==> src/rtl/regfile_wb_arbiter.sv <==
// ---------------------------------------------------------------------------
// regfile_wb_arbiter
//
// Shares the register file's single write port between two producers:
//   port 0 : ALU result
//   port 1 : memory load
// Each producer owns a one-entry holding slot. One full slot is granted per
// cycle, and the granted entry is registered onto w_en/w_reg/w_data, which
// drive the register file's write port directly. The hazard outputs tell
// decode that a queried source register still has a write in flight.
//
// Build option (macro WB_ARB_ROUND_ROBIN_EN):
//   defined   : a both-full conflict on different registers is resolved
//               round-robin (the port not granted last wins).
//   undefined : the same conflict always goes to port 0, and no pointer
//               register exists.
//   If both slots target the same register, the older entry wins in either
//   build, so writes to one register always commit in arrival order.
//
// Ports:
//   clk, rst_n            clock, asynchronous active-low reset
//   p0_valid/p0_ready     port 0 handshake
//   p0_reg, p0_data       port 0 destination register and value
//   p1_valid/p1_ready     port 1 handshake
//   p1_reg, p1_data       port 1 destination register and value
//   q_reg1, q_reg2        source registers queried by decode
//   hazard1, hazard2      a pending write targets q_reg1 / q_reg2
//   w_en, w_reg, w_data   registered write port to the register file
//   busy                  any slot full, or w_en high
//
// Handshake (both ports):
//   A transfer happens on a rising edge where valid && ready are both high.
//   ready = !full || granted. It depends only on slot state, never on
//   valid, and it is forced low while rst_n is low. A producer that sees
//   ready low must keep valid, reg and data stable. The arbiter never drops
//   an accepted entry except on reset.
// ---------------------------------------------------------------------------
module regfile_wb_arbiter #(
  parameter int DATA_WIDTH        = 8,
  parameter int REGISTER_ID_WIDTH = 2
) (
  input  logic                         clk,
  input  logic                         rst_n,

  input  logic                         p0_valid,
  output logic                         p0_ready,
  input  logic [REGISTER_ID_WIDTH-1:0] p0_reg,
  input  logic [DATA_WIDTH-1:0]        p0_data,

  input  logic                         p1_valid,
  output logic                         p1_ready,
  input  logic [REGISTER_ID_WIDTH-1:0] p1_reg,
  input  logic [DATA_WIDTH-1:0]        p1_data,

  input  logic [REGISTER_ID_WIDTH-1:0] q_reg1,
  input  logic [REGISTER_ID_WIDTH-1:0] q_reg2,
  output logic                         hazard1,
  output logic                         hazard2,

  output logic                         w_en,
  output logic [REGISTER_ID_WIDTH-1:0] w_reg,
  output logic [DATA_WIDTH-1:0]        w_data,
  output logic                         busy
);

  // -------------------------------------------------------------------------
  // Holding slots
  // -------------------------------------------------------------------------
  logic                         full0;
  logic                         full1;
  logic [REGISTER_ID_WIDTH-1:0] slot0_reg;
  logic [REGISTER_ID_WIDTH-1:0] slot1_reg;
  logic [DATA_WIDTH-1:0]        slot0_data;
  logic [DATA_WIDTH-1:0]        slot1_data;

  // older == 0 : slot 0 holds the older entry
  // older == 1 : slot 1 holds the older entry
  // This bit only matters while both slots are full.
  logic older;

  logic grant0;
  logic grant1;
  logic acc0;
  logic acc1;

`ifdef WB_ARB_ROUND_ROBIN_EN
  // Port favoured on the next different-register conflict.
  // 0 = port 0, 1 = port 1. Each grant points it at the other port.
  logic rr_next;
`endif

  // -------------------------------------------------------------------------
  // Arbitration (combinational, slot state only)
  // -------------------------------------------------------------------------
  always_comb begin
    grant0 = 1'b0;
    grant1 = 1'b0;
    if (full0 && !full1) begin
      grant0 = 1'b1;
    end else if (full1 && !full0) begin
      grant1 = 1'b1;
    end else if (full0 && full1) begin
      if (slot0_reg == slot1_reg) begin
        // Same destination: commit in arrival order.
        if (older) grant1 = 1'b1;
        else       grant0 = 1'b1;
      end else begin
`ifdef WB_ARB_ROUND_ROBIN_EN
        if (rr_next) grant1 = 1'b1;
        else         grant0 = 1'b1;
`else
        grant0 = 1'b1;
`endif
      end
    end
  end

  // A granted slot drains at the coming edge, so it can accept a new entry
  // on that same edge. rst_n gates ready so nothing is accepted in reset.
  assign p0_ready = rst_n && (!full0 || grant0);
  assign p1_ready = rst_n && (!full1 || grant1);

  assign acc0 = p0_valid && p0_ready;
  assign acc1 = p1_valid && p1_ready;

  // -------------------------------------------------------------------------
  // Slot registers
  // -------------------------------------------------------------------------
  always_ff @(posedge clk or negedge rst_n) begin
    if (!rst_n) begin
      full0      <= 1'b0;
      slot0_reg  <= '0;
      slot0_data <= '0;
    end else if (acc0) begin
      // The accept takes priority over the clear on a simultaneous grant:
      // the outgoing entry is captured by the output stage this same edge.
      full0      <= 1'b1;
      slot0_reg  <= p0_reg;
      slot0_data <= p0_data;
    end else if (grant0) begin
      full0 <= 1'b0;
    end
  end

  always_ff @(posedge clk or negedge rst_n) begin
    if (!rst_n) begin
      full1      <= 1'b0;
      slot1_reg  <= '0;
      slot1_data <= '0;
    end else if (acc1) begin
      full1      <= 1'b1;
      slot1_reg  <= p1_reg;
      slot1_data <= p1_data;
    end else if (grant1) begin
      full1 <= 1'b0;
    end
  end

  // Arrival order. A lone new entry is younger than whatever the other slot
  // holds; if the other slot is or becomes empty the value is a don't-care
  // until that slot refills, which rewrites it. A tie goes to port 0.
  always_ff @(posedge clk or negedge rst_n) begin
    if (!rst_n) begin
      older <= 1'b0;
    end else if (acc0 && acc1) begin
      older <= 1'b0;
    end else if (acc0) begin
      older <= 1'b1;
    end else if (acc1) begin
      older <= 1'b0;
    end
  end

`ifdef WB_ARB_ROUND_ROBIN_EN
  always_ff @(posedge clk or negedge rst_n) begin
    if (!rst_n) begin
      rr_next <= 1'b0;
    end else if (grant0) begin
      rr_next <= 1'b1;
    end else if (grant1) begin
      rr_next <= 1'b0;
    end
  end
`endif

  // -------------------------------------------------------------------------
  // Output stage: registered write port
  // -------------------------------------------------------------------------
  always_ff @(posedge clk or negedge rst_n) begin
    if (!rst_n) begin
      w_en   <= 1'b0;
      w_reg  <= '0;
      w_data <= '0;
    end else begin
      w_en <= grant0 || grant1;
      // With no grant, index and data keep their previous values.
      if (grant0) begin
        w_reg  <= slot0_reg;
        w_data <= slot0_data;
      end else if (grant1) begin
        w_reg  <= slot1_reg;
        w_data <= slot1_data;
      end
    end
  end

  // -------------------------------------------------------------------------
  // Hazards and status
  // -------------------------------------------------------------------------
  // A write stays in flight until the register file commits it, i.e. until
  // the edge that ends the w_en cycle.
  always_comb begin
    hazard1 = (full0 && (slot0_reg == q_reg1)) ||
              (full1 && (slot1_reg == q_reg1)) ||
              (w_en  && (w_reg     == q_reg1));
    hazard2 = (full0 && (slot0_reg == q_reg2)) ||
              (full1 && (slot1_reg == q_reg2)) ||
              (w_en  && (w_reg     == q_reg2));
  end

  assign busy = full0 || full1 || w_en;

endmodule
==> config.mk <==
export PLATFORM = sky130hd
export DESIGN_NAME = regfile_wb_arbiter
export DESIGN_NICKNAME = d
export VERILOG_FILES = /design/src/rtl/regfile_wb_arbiter.sv
export SDC_FILE = /design/constraint.sdc
export NUM_CORES = 1
export LEC_CHECK = 0
export ABC_AREA = 1
export BUFFER_PORTS_ARGS = -buffer_cell sky130_fd_sc_hd__buf_4
export CAP_MARGIN = 20
export CORE_UTILIZATION = 40
export CTS_CLUSTER_SIZE = 14
export DETAILED_ROUTE_END_ITERATION = 10
export PLACE_DENSITY = 0.67
export SETUP_SLACK_MARGIN = 0.15
export SLEW_MARGIN = 20
export SYNTH_ARGS = -nofsm -noshare
export SYNTH_HDL_FRONTEND = slang
export SYNTH_SLANG_ARGS = --single-unit
==> constraint.sdc <==
create_clock -name clk -period 2.4 [get_ports clk]
set_input_delay 0.36 -clock clk [delete_from_list [all_inputs] [get_ports clk]]
set_output_delay 0.36 -clock clk [all_outputs]
set_load 0.02 [all_outputs]
==> metrics, run 1 <==
outcome=finished clean; clk root buf=clkbuf_8; CP Max Fanout=11; grt ovf=0; worst min-delay path endpoint=slot0_data[2]; Clock Latency Late Sink=0.29 ns; vias in the first global route=1,580; Post-Syn Area per Cell=7.718 sq um; Tightest Pin Transition=0.3891 ns; commonest non-fill, non-tap cell in the layout=nand2_1; synth-to-layout area growth=24.83%; hold path cells=3; Arr. time, crit path=1.73 ns; Final Max Tran Viols=0; Post-CTS Setup Inserts=0; Post-Syn Area=1829 sq um; Pwr Density=727.7 nW/um^2; post-CTS sizing=0; net switching power=0.5620 mW; CP Launch Type=flop; Final HPWL DP=3157 um; reg2reg setup slack=0.71 ns; clock power share=26.9%; Comb power frac=28.9%; ANT cells=0; Crit Reg-Reg Startpoint=full0; Largest regs=slot0_data: 8 flops, slot1_data: 8 flops, w_data: 8 flops; setup TNS=0 ns; Via density=5.120; num rows=24; max_cap viols=0; DIE AREA=4848 sq um; fillers=450; Switching Fraction=33.82%; Hold Fails Final Rpt=0; largest net degree at the start of global routing=25; most frequent cells in the layout=79 x nand2_1, 46 x buf_4, 34 x dfrtp_1, 25 x nor2_1, 23 x inv_1; Yosys warnings=0; detailed-route wire length=4317 um; sequential share of the synthesized area=46.51%; Max Fclk=0.4781 GHz; initial core utilization=41.72%; # DRC=0; Final Cell Area=2283 sq um; Post-Syn Nets=265; Die H=69.63 um; IO Port Bufs=43; Clock Skews=0.006631 ns; Cells after Synth=237; Post-Place Cell Area=2178 sq um; DRT Pass-1 Iters=4; Max VDD drop=0.0004068 V; I/O Pins=44; Placer Congestion=0.8171; sequential power share=44.2%; #FFs+latches synth=34; initial antenna violation count=0; Worst EP required=2.04 ns; Core Region=4384 sq um; hold crit path type=in -> reg; unrepaired setup endpoints after global routing=no; FF-to-FF End=slot0_data[3]; final antenna-violating net count=0; Worst setup EP type=primary output; endpoints failing setup=0; Worst Min Path Start=p0_data[2]; Synth cell types=21; initial drt markers=139; first-pass GRT wire length=7348 um; total CTS buffers=5; total track usage=19.24%; die width=69.63 um; critical path type=reg -> out; max_slew headroom=73.99%; TritonCTS clock tree=built; Final period util=87.16%; Tmin final=2.092 ns; Layout Nets=309; Wirelength per Cell=12.93 um; Reg2Reg Depth=6; Internal=1.100 mW; clk buf depth=2; clock sinks=34; H-tree depth=2; Clock transition at path regs=0.07 ns; layout cell share with drive strength beyond 1=25.89%; Leak Pwr=1.237 nW; Vias=1,710; hold buffers post-CTS=1
cell families after synthesis:
| group | Yosys count | share of synthesized area (%) |
|---|---|---|
| and+or+nand+nor | 154 | 39.26 |
| DFF | 34 | 46.51 |
| AOI/OAI and AO/OA | 15 | 5.951 |
| buffers and inverters | 34 | 8.275 |
power groups by stage:
stage	combinational (mW)	sequential, mW	clock (mW)
5_1_grt	0.534	0.749	0.480
4_1_cts	0.487	0.735	0.460
2_1_floorplan	0.250	0.782	0
3_3_place_gp	0.477	0.743	0
3_5_place_dp	0.484	0.745	0
6_report	0.480	0.735	0.447
Yosys cell counts, drive strengths merged:
library cell	number	area (sq um)
nand2	80	307.8
o2111ai	6	52.55
buf	6	46.28
nor2	25	93.84
nand4	22	143.9
dfrtp	34	850.8
clkbuf	4	15.01
inv	24	90.08
o21ai	1	5.000
or2	12	75.07
nand3	15	97.60
a21oi	8	51.30
how the worst max path moves through the flow:
stage                       startpoint  endpoint  slack, ns  depth (start not counted)
after floorplan           slot0_reg[0]  p0_ready       0.87                          7
after global placement           full0  p0_ready       0.65                          6
after detailed placement         full0  p0_ready       0.61                          6
after CTS                        full0  p0_ready       0.28                          6
after global routing             full0  p0_ready       0.16                          6
final                            full0  p0_ready       0.31                          6
through the flow:
step           std cells  hold WS, ns  power (mW)  utilization (%)  setup slack (ns)
2_1_floorplan        237      0.06441       1.031                -            0.8652
3_3_place_gp         325       0.2583       1.220            49.69            0.6507
3_5_place_dp         325       0.2627       1.229            49.69            0.6127
4_1_cts              334       0.3172       1.681            52.08            0.2845
5_1_grt              334       0.3295       1.764            52.08            0.1642
6_report             334       0.3253       1.662            52.08            0.3082
critical path: stages, from the launching register on:
cell and delay [ns]:
dfrtp_1 0.54, nand2_1 0.08, inv_1 0.13, nand4_1 0.35, nand2_1 0.15, inv_1 0.05, buf_4 0.15
area by class of cell:
cell class              count  area, sq um  area share [%]
clock buffers               6        82.58           3.616
clock inverters             2        12.51          0.5479
inverters                  24        90.09           3.945
multi-input cells         169        827.0           36.22
flip-flops and latches     34        850.8           37.26
well taps                  52        65.06           2.849
repair buffers             47        355.3           15.56
metal layers:
| layer | GRT usage (%) | vias to the layer above | part of all wire, % |
|---|---|---|---|
| li1 | - | 858 | - |
| met1 | 25.99 | 799 | 44 |
| met2 | 30.96 | 49 | 50 |
| met3 | 4.215 | 4 | 5.3 |
| met4 | 6.000 | 0 | 0.69 |
| met5 | 0 | - | 0 |
Power figures use the tool's default switching activity.
==> run 2, diff against run 1 <==
--- a/config.mk
+++ b/config.mk
@@ -8,6 +8,7 @@
 export ABC_AREA = 1
 export BUFFER_PORTS_ARGS = -buffer_cell sky130_fd_sc_hd__buf_4
 export CAP_MARGIN = 20
+export CORE_ASPECT_RATIO = 1.4
 export CORE_UTILIZATION = 40
 export CTS_CLUSTER_SIZE = 14
 export DETAILED_ROUTE_END_ITERATION = 10
==> run 2 against run 1 <==
Critical endpoint is now p1_ready. Clock skew down 0.0039 ns. Largest cell class unchanged. Fmax up 6.3%. Critical path type is now in -> out. Die area about the same. Sequential power about the same. Power up 3.0%. Cell area up 1.1%. Count of clock-buffer cells in the layout up 2.
==> metrics, run 2 (synthesis results as in run 1) <==
outcome=finished clean; Worst setup EP type=primary output; Max VDD drop=0.0004389 V (+7.9%); die width=59.16 um (-15%); Layout Nets=309 (unchanged); Hold Fails Final Rpt=0 (unchanged); Tightest Pin Transition=0.3301 ns (-0.05900 ns); Worst EP required=2.04 ns (about the same); DRT Pass-1 Iters=5 (+1); endpoints failing setup=0 (unchanged); Tmin final=1.967 ns (-0.1248 ns); Comb power frac=28.4% (-0.5 points); post-CTS sizing=0 (unchanged); final antenna-violating net count=0 (unchanged); max_cap viols=0 (unchanged); DIE AREA=4852 sq um (about the same); Final HPWL DP=3258 um (+3.2%); Core Region=4309 sq um (-1.7%); unrepaired setup endpoints after global routing=no; fillers=445 (-1.1%); Bufs and invs on worst path=4 (+1); H-tree depth=2 (unchanged); num rows=28 (+17%); crit path cell chain=dlygate4sd3_1 > buf_4 > inv_1 > a21oi_1 > buf_4; initial antenna violation count=0 (unchanged); layout cell share with drive strength beyond 1=25.89% (unchanged); Leak Pwr=1.247 nW (+0.83%); reg2reg setup slack=0.81 ns (+0.10 ns); detailed-route wire length=4439 um (+2.8%); largest net degree at the start of global routing=24 (-4.0%); CP Max Fanout=23 (+12); Reg2Reg Depth=8 (+2); Clock transition at path regs=0.07 ns (about the same); total track usage=20.72% (+1.5 points); Final period util=81.95% (-5.2 points); Internal=1.159 mW (+5.4%); I/O Pins=44 (unchanged); synth-to-layout area growth=26.20%; Final Max Tran Viols=0 (unchanged); Wirelength per Cell=12.98 um (+0.42%); Crit Reg-Reg Startpoint=slot1_reg[0]; first-pass GRT wire length=7293 um (-0.75%); Die H=82.02 um (+18%); max_slew headroom=77.97% (+4.0 points); Arr. time, crit path=1.61 ns (-0.12 ns); worst min-delay path endpoint=slot0_data[4]; Clock Latency Late Sink=0.28 ns (about the same); ANT cells=0 (unchanged); clock sinks=34 (unchanged); Via density=5.020 (-1.9%); Clock Skews=0.002687 ns (-0.003944 ns); hold crit path type=in -> reg; Largest regs=slot0_data: 8 flops, slot1_data: 8 flops, w_data: 8 flops; Layout Utilization=53.57% (+1.5 points); most frequent cells in the layout=79 x nand2_1, 46 x buf_4, 34 x dfrtp_1, 25 x nor2_1, 23 x inv_1; critical path depth=5 (-1); sequential power share=43.0% (-1.2 points); Max Fclk=0.5084 GHz (+6.3%); CP delay by family, top=buffers and inverters; hold path cells=3 (unchanged); CP Launch Type=input port; Worst Min Path Start=p0_data[4]; total CTS buffers=5 (unchanged); # DRC=0 (unchanged); setup TNS=0 ns (unchanged); slowest CP cell=dlygate4sd3_1; grt ovf=0 (unchanged); Vias=1,717 (+0.41%); clock power share=28.6% (+1.7 points); Pwr Density=741.4 nW/um^2 (+1.9%); clk buf depth=2 (unchanged); CP dominant cell by count=buf_4; initial drt markers=98 (-29%); Switching Fraction=32.28% (-1.5 points); clk root buf=clkbuf_8; vias in the first global route=1,547 (-2.1%); CP max stage delay=0.53 ns (about the same); critical path type=in -> out; commonest non-fill, non-tap cell in the layout=nand2_1; net switching power=0.5524 mW (-1.7%); Placer Congestion=0.8938 (+9.4%); IO Port Bufs=43 (unchanged); initial core utilization=42.45% (+0.73 points); FF-to-FF End=w_reg[1]; TritonCTS clock tree=built
-- run 2: cell count changes in the layout (fill, tap and decap cells not counted), sizes merged --
cell,delta
clkinvlp,-1
clkinv,-1
clkbuf,+2
-- run 2: final cells by class --
class	count	area [sq um]	area share (%)
clock buffers	8	110.1	4.770
well taps	60	75.07	3.252
repair buffers	47	355.3	15.39
flip-flops and latches	34	850.8	36.86
multi-input cells	169	827.0	35.83
inverters	24	90.09	3.902
-- run 2: worst max-delay path by stage --
stage / from / endpoint / slack (ns)
floorplan: slot0_reg[0] / p0_ready / 0.87
global placement: full0 / p0_ready / 0.79
detailed placement: full0 / p0_ready / 0.78
CTS: rst_n / p1_ready / 0.43
global route: slot1_reg[0] / p0_ready / 0.29
finish: rst_n / p1_ready / 0.43
-- run 2: power groups by stage --
| stage | logic [mW] | registers [mW] | clock network (mW) |
|---|---|---|---|
| after floorplan | 0.250 | 0.782 | 0 |
| after global placement | 0.482 | 0.743 | 0 |
| after CTS | 0.490 | 0.736 | 0.496 |
| final | 0.486 | 0.735 | 0.490 |
| after global routing | 0.541 | 0.748 | 0.524 |
| after detailed placement | 0.487 | 0.746 | 0 |
-- run 2: per-stage QoR --
stage	std cells	worst slack (ns)	area (sq um)	total power, mW	hold WS (ns)
2_1_floorplan	237	0.8652	1829	1.031	0.06441
3_3_place_gp	333	0.7917	2188	1.225	0.2568
3_5_place_dp	333	0.7797	2188	1.233	0.2598
4_1_cts	342	0.4320	2308	1.721	0.3224
5_1_grt	342	0.2882	2308	1.812	0.3342
6_report	342	0.4331	2308	1.712	0.3274
-- run 2: worst reg2reg max path, cell delays in order (launching register included) --
cell     delay (ns)
dfrtp_1        0.45
inv_1          0.12
nand2_1        0.06
nand2_1        0.12
nand3_2        0.13
nand2_4        0.18
nand2_1        0.20
nor2_1         0.14
nor2_1         0.07
-- run 2: per-layer routing --
| layer | share of wire (%) | vias to the layer above | global-route usage, % |
|---|---|---|---|
| met5 | 0 | - | 0 |
| met4 | 2.3 | 0 | 11.19 |
| met1 | 41 | 801 | 24.75 |
| met3 | 4.3 | 7 | 2.992 |
| li1 | - | 857 | - |
| met2 | 52 | 52 | 35.45 |
-- run 2: repair_timing --
| action | CTS | global route |
|---|---|---|
| setup buffers | 0 | 0 |
| endpoints found under the hold margin | 13 | 0 |
| hold buffers | 1 | 0 |
